`config.mk`:
```
export PLATFORM = sky130hd
export DESIGN_NAME = card_dealer_flat
export DESIGN_NICKNAME = d
export VERILOG_FILES = /design/src/rtl/card_pkg.sv /design/src/rtl/card_dealer_if.sv /design/src/rtl/card_lfsr.sv /design/src/rtl/card_dealer.sv /design/src/flat_wrapper.sv
export SDC_FILE = /design/constraint.sdc
export NUM_CORES = 1
export LEC_CHECK = 0
export CELL_PAD_IN_SITES_DETAIL_PLACEMENT = 0
export CELL_PAD_IN_SITES_GLOBAL_PLACEMENT = 1
export CORE_MARGIN = 2
export CORE_UTILIZATION = 40
export CTS_CLUSTER_SIZE = 28
export DETAILED_ROUTE_END_ITERATION = 8
export PLACE_DENSITY_LB_ADDON = 0.1
export SYNTH_ARGS = -nofsm -noshare
export SYNTH_HDL_FRONTEND = slang
export SYNTH_SLANG_ARGS = --single-unit
```
`constraint.sdc`:
```
create_clock -name clk -period 6.55 [get_ports clk]
set_clock_uncertainty 0.15 [all_clocks]
set_input_delay 0.9825 -clock clk [delete_from_list [all_inputs] [get_ports clk]]
set_output_delay 0.9825 -clock clk [all_outputs]
set_load 0.02 [all_outputs]
```
`src/rtl/card_pkg.sv`:
```
// Shared constants, FSM state type and rank helper for the card dealer.
package card_pkg;

    localparam int          DECK_SIZE    = 52;
    localparam int          NUM_RANKS    = 13;
    localparam logic [15:0] LFSR_TAPS    = 16'hB400;
    localparam logic [15:0] SEED_DEFAULT = 16'hACE1;

    typedef enum logic [1:0] {
        ST_FILL    = 2'd0,
        ST_SHUFFLE = 2'd1,
        ST_READY   = 2'd2,
        ST_EMPTY   = 2'd3
    } state_e;

    // Rank written to slot i during fill: 1..13 repeating.
    function automatic logic [3:0] fill_rank(input logic [5:0] i);
        logic [5:0] r;
        r = i % 6'(NUM_RANKS);
        return r[3:0] + 4'd1;
    endfunction

endpackage

```
`src/rtl/card_dealer_if.sv`:
```
// Controller <-> dealer bus: deal/shuffle requests in, card and status out.
interface card_dealer_if;
    logic       pip;
    logic       shuffle;
    logic [3:0] number;
    logic       valid;
    logic       busy;
    logic       empty;
    logic [5:0] cards_left;
    logic       miss;

    modport master (
        output pip, shuffle,
        input  number, valid, busy, empty, cards_left, miss
    );

    modport slave (
        input  pip, shuffle,
        output number, valid, busy, empty, cards_left, miss
    );
endinterface

```
`src/rtl/card_lfsr.sv`:
```
// Free-running 16-bit Galois LFSR, reloaded only by reset.
module card_lfsr
    import card_pkg::*;
(
    input  logic        clk,
    input  logic        rst,
    input  logic [15:0] seed,
    output logic [15:0] q
);

    logic [15:0] q_q;
    logic [15:0] q_d;

    assign q_d = q_q[0] ? ({1'b0, q_q[15:1]} ^ LFSR_TAPS) : {1'b0, q_q[15:1]};

    always_ff @(posedge clk or posedge rst) begin
        if (rst) q_q <= seed;
        else     q_q <= q_d;
    end

    assign q = q_q;

endmodule

```
`src/rtl/card_dealer.sv`:
```
// Card dealer: fills a 52-card deck, Fisher-Yates shuffles it with an LFSR,
// then deals one card per pip.
module card_dealer #(
    parameter logic [15:0] SEED      = 16'hACE1,
    parameter int          DECK_SIZE = 52
) (
    input  logic         clk,
    input  logic         rst,
    card_dealer_if.slave bus
);
    import card_pkg::*;

    localparam logic [5:0] LAST = 6'(DECK_SIZE - 1);

    state_e      state_q, state_d;
    logic [5:0]  idx_q, idx_d;
    logic [5:0]  ptr_q, ptr_d;
    logic [3:0]  number_q, number_d;
    logic        valid_q, valid_d;
    logic        miss_q, miss_d;
    logic [3:0]  deck_q [DECK_SIZE];

    logic [15:0] lfsr_q;
    logic [5:0]  j;
    logic        swap;
    logic        lfsr_unused;

    card_lfsr u_lfsr (
        .clk  (clk),
        .rst  (rst),
        .seed (SEED),
        .q    (lfsr_q)
    );

    assign j           = lfsr_q[5:0];
    assign lfsr_unused = ^lfsr_q[15:6];
    // Out-of-range candidates are rejected and retried on the next LFSR value.
    assign swap        = (state_q == ST_SHUFFLE) && (j <= idx_q);

    always_comb begin
        state_d  = state_q;
        idx_d    = idx_q;
        ptr_d    = ptr_q;
        number_d = number_q;
        valid_d  = 1'b0;
        miss_d   = 1'b0;
        if (bus.shuffle) begin
            state_d  = ST_FILL;
            idx_d    = '0;
            ptr_d    = '0;
            number_d = '0;
            miss_d   = bus.pip;
        end else begin
            case (state_q)
                ST_FILL: begin
                    miss_d = bus.pip;
                    if (idx_q == LAST) state_d = ST_SHUFFLE;
                    else               idx_d   = idx_q + 6'd1;
                end
                ST_SHUFFLE: begin
                    miss_d = bus.pip;
                    if (swap) begin
                        if (idx_q == 6'd1) state_d = ST_READY;
                        else               idx_d   = idx_q - 6'd1;
                    end
                end
                ST_READY: begin
                    if (bus.pip) begin
                        number_d = deck_q[ptr_q];
                        valid_d  = 1'b1;
                        ptr_d    = ptr_q + 6'd1;
                        if (ptr_q == LAST) state_d = ST_EMPTY;
                    end
                end
                default: miss_d = bus.pip;
            endcase
        end
    end

    always_ff @(posedge clk or posedge rst) begin
        if (rst) begin
            state_q  <= ST_FILL;
            idx_q    <= '0;
            ptr_q    <= '0;
            number_q <= '0;
            valid_q  <= 1'b0;
            miss_q   <= 1'b0;
        end else begin
            state_q  <= state_d;
            idx_q    <= idx_d;
            ptr_q    <= ptr_d;
            number_q <= number_d;
            valid_q  <= valid_d;
            miss_q   <= miss_d;
        end
    end

    // Deck is not reset: FILL rewrites every slot before it is ever read.
    always_ff @(posedge clk) begin
        if (state_q == ST_FILL) begin
            deck_q[idx_q] <= fill_rank(idx_q);
        end else if (swap) begin
            deck_q[idx_q] <= deck_q[j];
            deck_q[j]     <= deck_q[idx_q];
        end
    end

    assign bus.number     = number_q;
    assign bus.valid      = valid_q;
    assign bus.miss       = miss_q;
    assign bus.busy       = (state_q == ST_FILL) || (state_q == ST_SHUFFLE);
    assign bus.empty      = (state_q == ST_EMPTY);
    assign bus.cards_left = 6'(DECK_SIZE) - ptr_q;

endmodule

```
`src/flat_wrapper.sv`:
```
// flat-port wrapper written by rule: the top's interface ports become plain ports
module card_dealer_flat import card_pkg::*;
#(
    parameter logic [15:0] SEED      = 16'hACE1,
    parameter int          DECK_SIZE = 52
)
  (clk, rst, bus_pip, bus_shuffle, bus_number, bus_valid, bus_busy, bus_empty, bus_cards_left, bus_miss);
  card_dealer_if bus_i ();
  input  logic clk;
  input  logic rst;
  input wire logic [$bits(bus_i.pip)-1:0] bus_pip;
  input wire logic [$bits(bus_i.shuffle)-1:0] bus_shuffle;
  output wire logic [$bits(bus_i.number)-1:0] bus_number;
  output wire logic [$bits(bus_i.valid)-1:0] bus_valid;
  output wire logic [$bits(bus_i.busy)-1:0] bus_busy;
  output wire logic [$bits(bus_i.empty)-1:0] bus_empty;
  output wire logic [$bits(bus_i.cards_left)-1:0] bus_cards_left;
  output wire logic [$bits(bus_i.miss)-1:0] bus_miss;
  assign bus_i.pip = bus_pip;
  assign bus_i.shuffle = bus_shuffle;
  assign bus_number = bus_i.number;
  assign bus_valid = bus_i.valid;
  assign bus_busy = bus_i.busy;
  assign bus_empty = bus_i.empty;
  assign bus_cards_left = bus_i.cards_left;
  assign bus_miss = bus_i.miss;
  card_dealer #(.SEED(SEED), .DECK_SIZE(DECK_SIZE)) u_core (.clk(clk), .rst(rst), .bus(bus_i));
endmodule
```
==> impl_metrics.tcl <==
set metrics [dict create \
    placed_area_um2 18000 \
    postRouteAntennaNets 0 \
    yosysSeqAreaShare 0.418 \
    layout.cells.non_filler 2091 \
    rows 75 \
    antenna_found_initial 1 \
    grt_max_degree 43 \
    vias_per_cell 7.12 \
    grt_pass1_vias 14304 \
    slowest_stage "nor2_4" \
    die_h_um 211 \
    synthArstFlopShare 0.148 \
    final_cell_area_um2 19000 \
    num_io_pins 18 \
    setup_viol 0 \
    crit_path_start_kind "flop" \
    worstPathArrival_ns 6.28 \
    gp_congestion 0.962 \
    wl_per_cell_um 36.0 \
    cp_common_cell "ha_1" \
    clock_path_buffers 3 \
    synth.most_common_cell "mux2i_1" \
    netlist_area_um2 17100 \
    die_area_um2 44500 \
    io_buffers 17 \
    hold_path.class "flop to flop" \
    period_minus_slack_ns 6.15 \
    slew_violations 0 \
    worstPathCellList "clkinv_1, ha_1, and2_1, a221oi_4, ha_1, inv_1, a21oi_1, o21ai_0, xnor2_1, ha_1, nor2b_1, nor2_1, a22oi_2, xnor2_1, ha_1, and2_0, nor2_4, buf_4, mux2i_1" \
    vdd_drop_max_v 0.000312 \
    worst_pin_slew_ns 1.32 \
    synth.largest_area_cell "edfxtp_1" \
    wirelength_um 75200 \
    clock_sinks 244 \
    ys_warn_count 0 \
    drtIter0Drc 2403 \
    htree_levels 1 \
    fillCellCount 3915 \
    num_vias 14892 \
    leakage_nw 6.67 \
    drive_gt1_frac 0.174 \
    cp.required_ns 6.69 \
    clkTransAtPathRegs_ns 0.06 \
    cap_violations 0 \
    ys.flop_type "edfxtp_1" \
    post_cts_resize_count 0 \
    yosysTopAreaCellShare 0.365 \
    fin_crit_sh 0.939 \
    max_freq_mhz 163 \
    fin_tns_setup_ns 0 \
    holdWs_ns 0.200 \
    cts_made_buffers 30 \
    placedCellCount 2035 \
    status "completed" \
    drc 0 \
    postSynthNetCount 1591 \
    regToRegSetupSlack_ns 0.40 \
    synth_edf_count 208 \
    postSynthCellCount 1562 \
    synthTopCellsByCount "220 x mux2i_1, 208 x edfxtp_1, 101 x nand2_1" \
    finalPower_mw 10.0 \
    rsz0062_at_grt "false" \
    cts_tree "yes" \
    power-per-cell-area_nw_per_um2 528 \
    dp.final_hpwl_um 51200 \
    worstSetupPathType "flop to flop" \
    core_um2 42100 \
    grt_overflow 0 \
    hold_viol_final 0 \
    grt_use_total 0.337 \
    grt_pass1_wl_um 107000 \
    start_util 0.406 \
    ys_seq_elements 244 \
    slew_headroom 0.121 \
    cts_root_buf "clkbuf_16" \
    synth.distinct_cells 86 \
    syn_avg_cell_area_um2 11.0 \
    dr.pass1.iters 6 \
    worst_path_largest_cell_delay_ns 0.62 \
    finalNetCount 1557 \
    setup.worst_path.end_class "flop" \
    die_w_um 211 \
    hold_buffers 0 \
    syn_to_final_growth_pct 10.8 \
    crit_fanout 24 \
    synthTopCellsByArea "edfxtp_1 36%, mux2i_1 13%, mux4_2 8.3%, dfrtp_1 4.1%, a22oi_1 3.2%" \
    cts_setup_buffers 0 \
    clk_latency_ns 0.60 \
]
-- worst max-delay path, delay by kind of cell, from the launching register on --
family	cells	cell delay, ns
AND/OR/NAND/NOR	5	1.40
adder cells (fa/ha/maj)	4	1.27
AO/OA/AOI/OAI	4	1.04
buffers and inverters	3	0.84
XOR/XNOR	2	0.62
flip-flops	1	0.35
multiplexers	1	0.13
-- layout by cell type (no fill, tap or decap), drive strengths merged, types with 7 or more instances in the layout --
cell type | Yosys | final
mux2i | 220 | 220
edfxtp | 208 | 208
nand2 | 102 | 102
o21ai | 87 | 87
nor2 | 83 | 83
a22oi | 75 | 75
buf | 73 | 67
mux4 | 63 | 63
nor3 | 62 | 62
nand3 | 61 | 61
a21oi | 52 | 52
clkbuf | 77 | 45
a221oi | 41 | 41
mux2 | 31 | 31
dfrtp | 28 | 28
ha | 25 | 25
inv | 21 | 22
o221ai | 18 | 18
o22ai | 17 | 17
clkdlybuf4s50 | 0 | 17
a22o | 15 | 15
nand4 | 14 | 14
o211ai | 14 | 14
a31oi | 12 | 12
nor2b | 10 | 10
xnor2 | 10 | 10
xor2 | 10 | 10
o21bai | 10 | 10
nor4 | 9 | 9
dfstp | 8 | 8
a211oi | 7 | 7
or2 | 7 | 7
clkinv | 1 | 7
-- report_power, final --
group	leakage [nW]	internal, mW	switching (mW)	total, mW
registers	2.34	2.45	0.126	2.58
logic	3.86	1.78	4.02	5.79
clock network	0.468	0.953	0.693	1.65
-- registers in the layout, summed over array words and instances (netlist names) --
register	flops
u_core.u_lfsr.q	16
u_core.bus.valid	1
u_core.bus.miss	1
u_core.ptr_q	6
u_core.state_q	2
u_core.idx_q	6
u_core.bus.number	4
u_core.deck_q	208
-- through the flow --
step,utilization,setup slack (ns)
finish,0.450,0.403
global route,0.450,0.0163
CTS,0.450,0.485
detailed placement,0.427,0.522
global placement,0.427,0.613
floorplan,-,1.65
-- metal layers --
metal / wire length, um / track usage
met5: 0 / 0
met2: 32500 / 0.497
met4: 4330 / 0.170
met1: 30100 / 0.460
met3: 8350 / 0.0846
-- final cells by class --
class                      count  area, um2  share of cell area
clock inverter                 9       48.8             0.00257
clock buffer                  45        911              0.0480
sequential                   244       7170               0.378
antenna                        2       5.00            0.000264
multi-input combinational   1146       9380               0.495
inverter                      22       82.6             0.00436
timing repair buffer          84        686              0.0362
tap                          539        674              0.0356
-- final timing paths --
kind | cells past startpoint | start | endpoint
worst max-delay path | 19 | u_core.idx_q[3]$_DFFE_PP0P_ | u_core.deck_q[24][1]$_DFFE_PP_
worst min-delay path | 0 | u_core.u_lfsr.q[8]$_DFF_PP0_ | u_core.u_lfsr.q[7]$_DFF_PP1_
worst max register to register | 19 | u_core.idx_q[3]$_DFFE_PP0P_ | u_core.deck_q[24][1]$_DFFE_PP_
worst min register to register | 0 | u_core.u_lfsr.q[8]$_DFF_PP0_ | u_core.u_lfsr.q[7]$_DFF_PP1_
max in group asynchronous | 3 | rst | u_core.ptr_q[0]$_DFFE_PP0P_
min in group asynchronous | 3 | rst | u_core.idx_q[4]$_DFFE_PP0P_
-- cells by family (layout without fill, tap and decap cells) --
group                    count (synthesis)  in the layout  synth area share
adder cells (fa/ha/maj)                 25             25            0.0183
buffers and inverters                  172            160            0.0432
XOR/XNOR                                20             20            0.0102
AND/OR/NAND/NOR                        374            374             0.104
multiplexers                           314            314             0.232
other                                    0              2                 0
flip-flops                             244            244             0.418
AO/OA/AOI/OAI                          413            413             0.174
(Power assumes the default switching activity.)
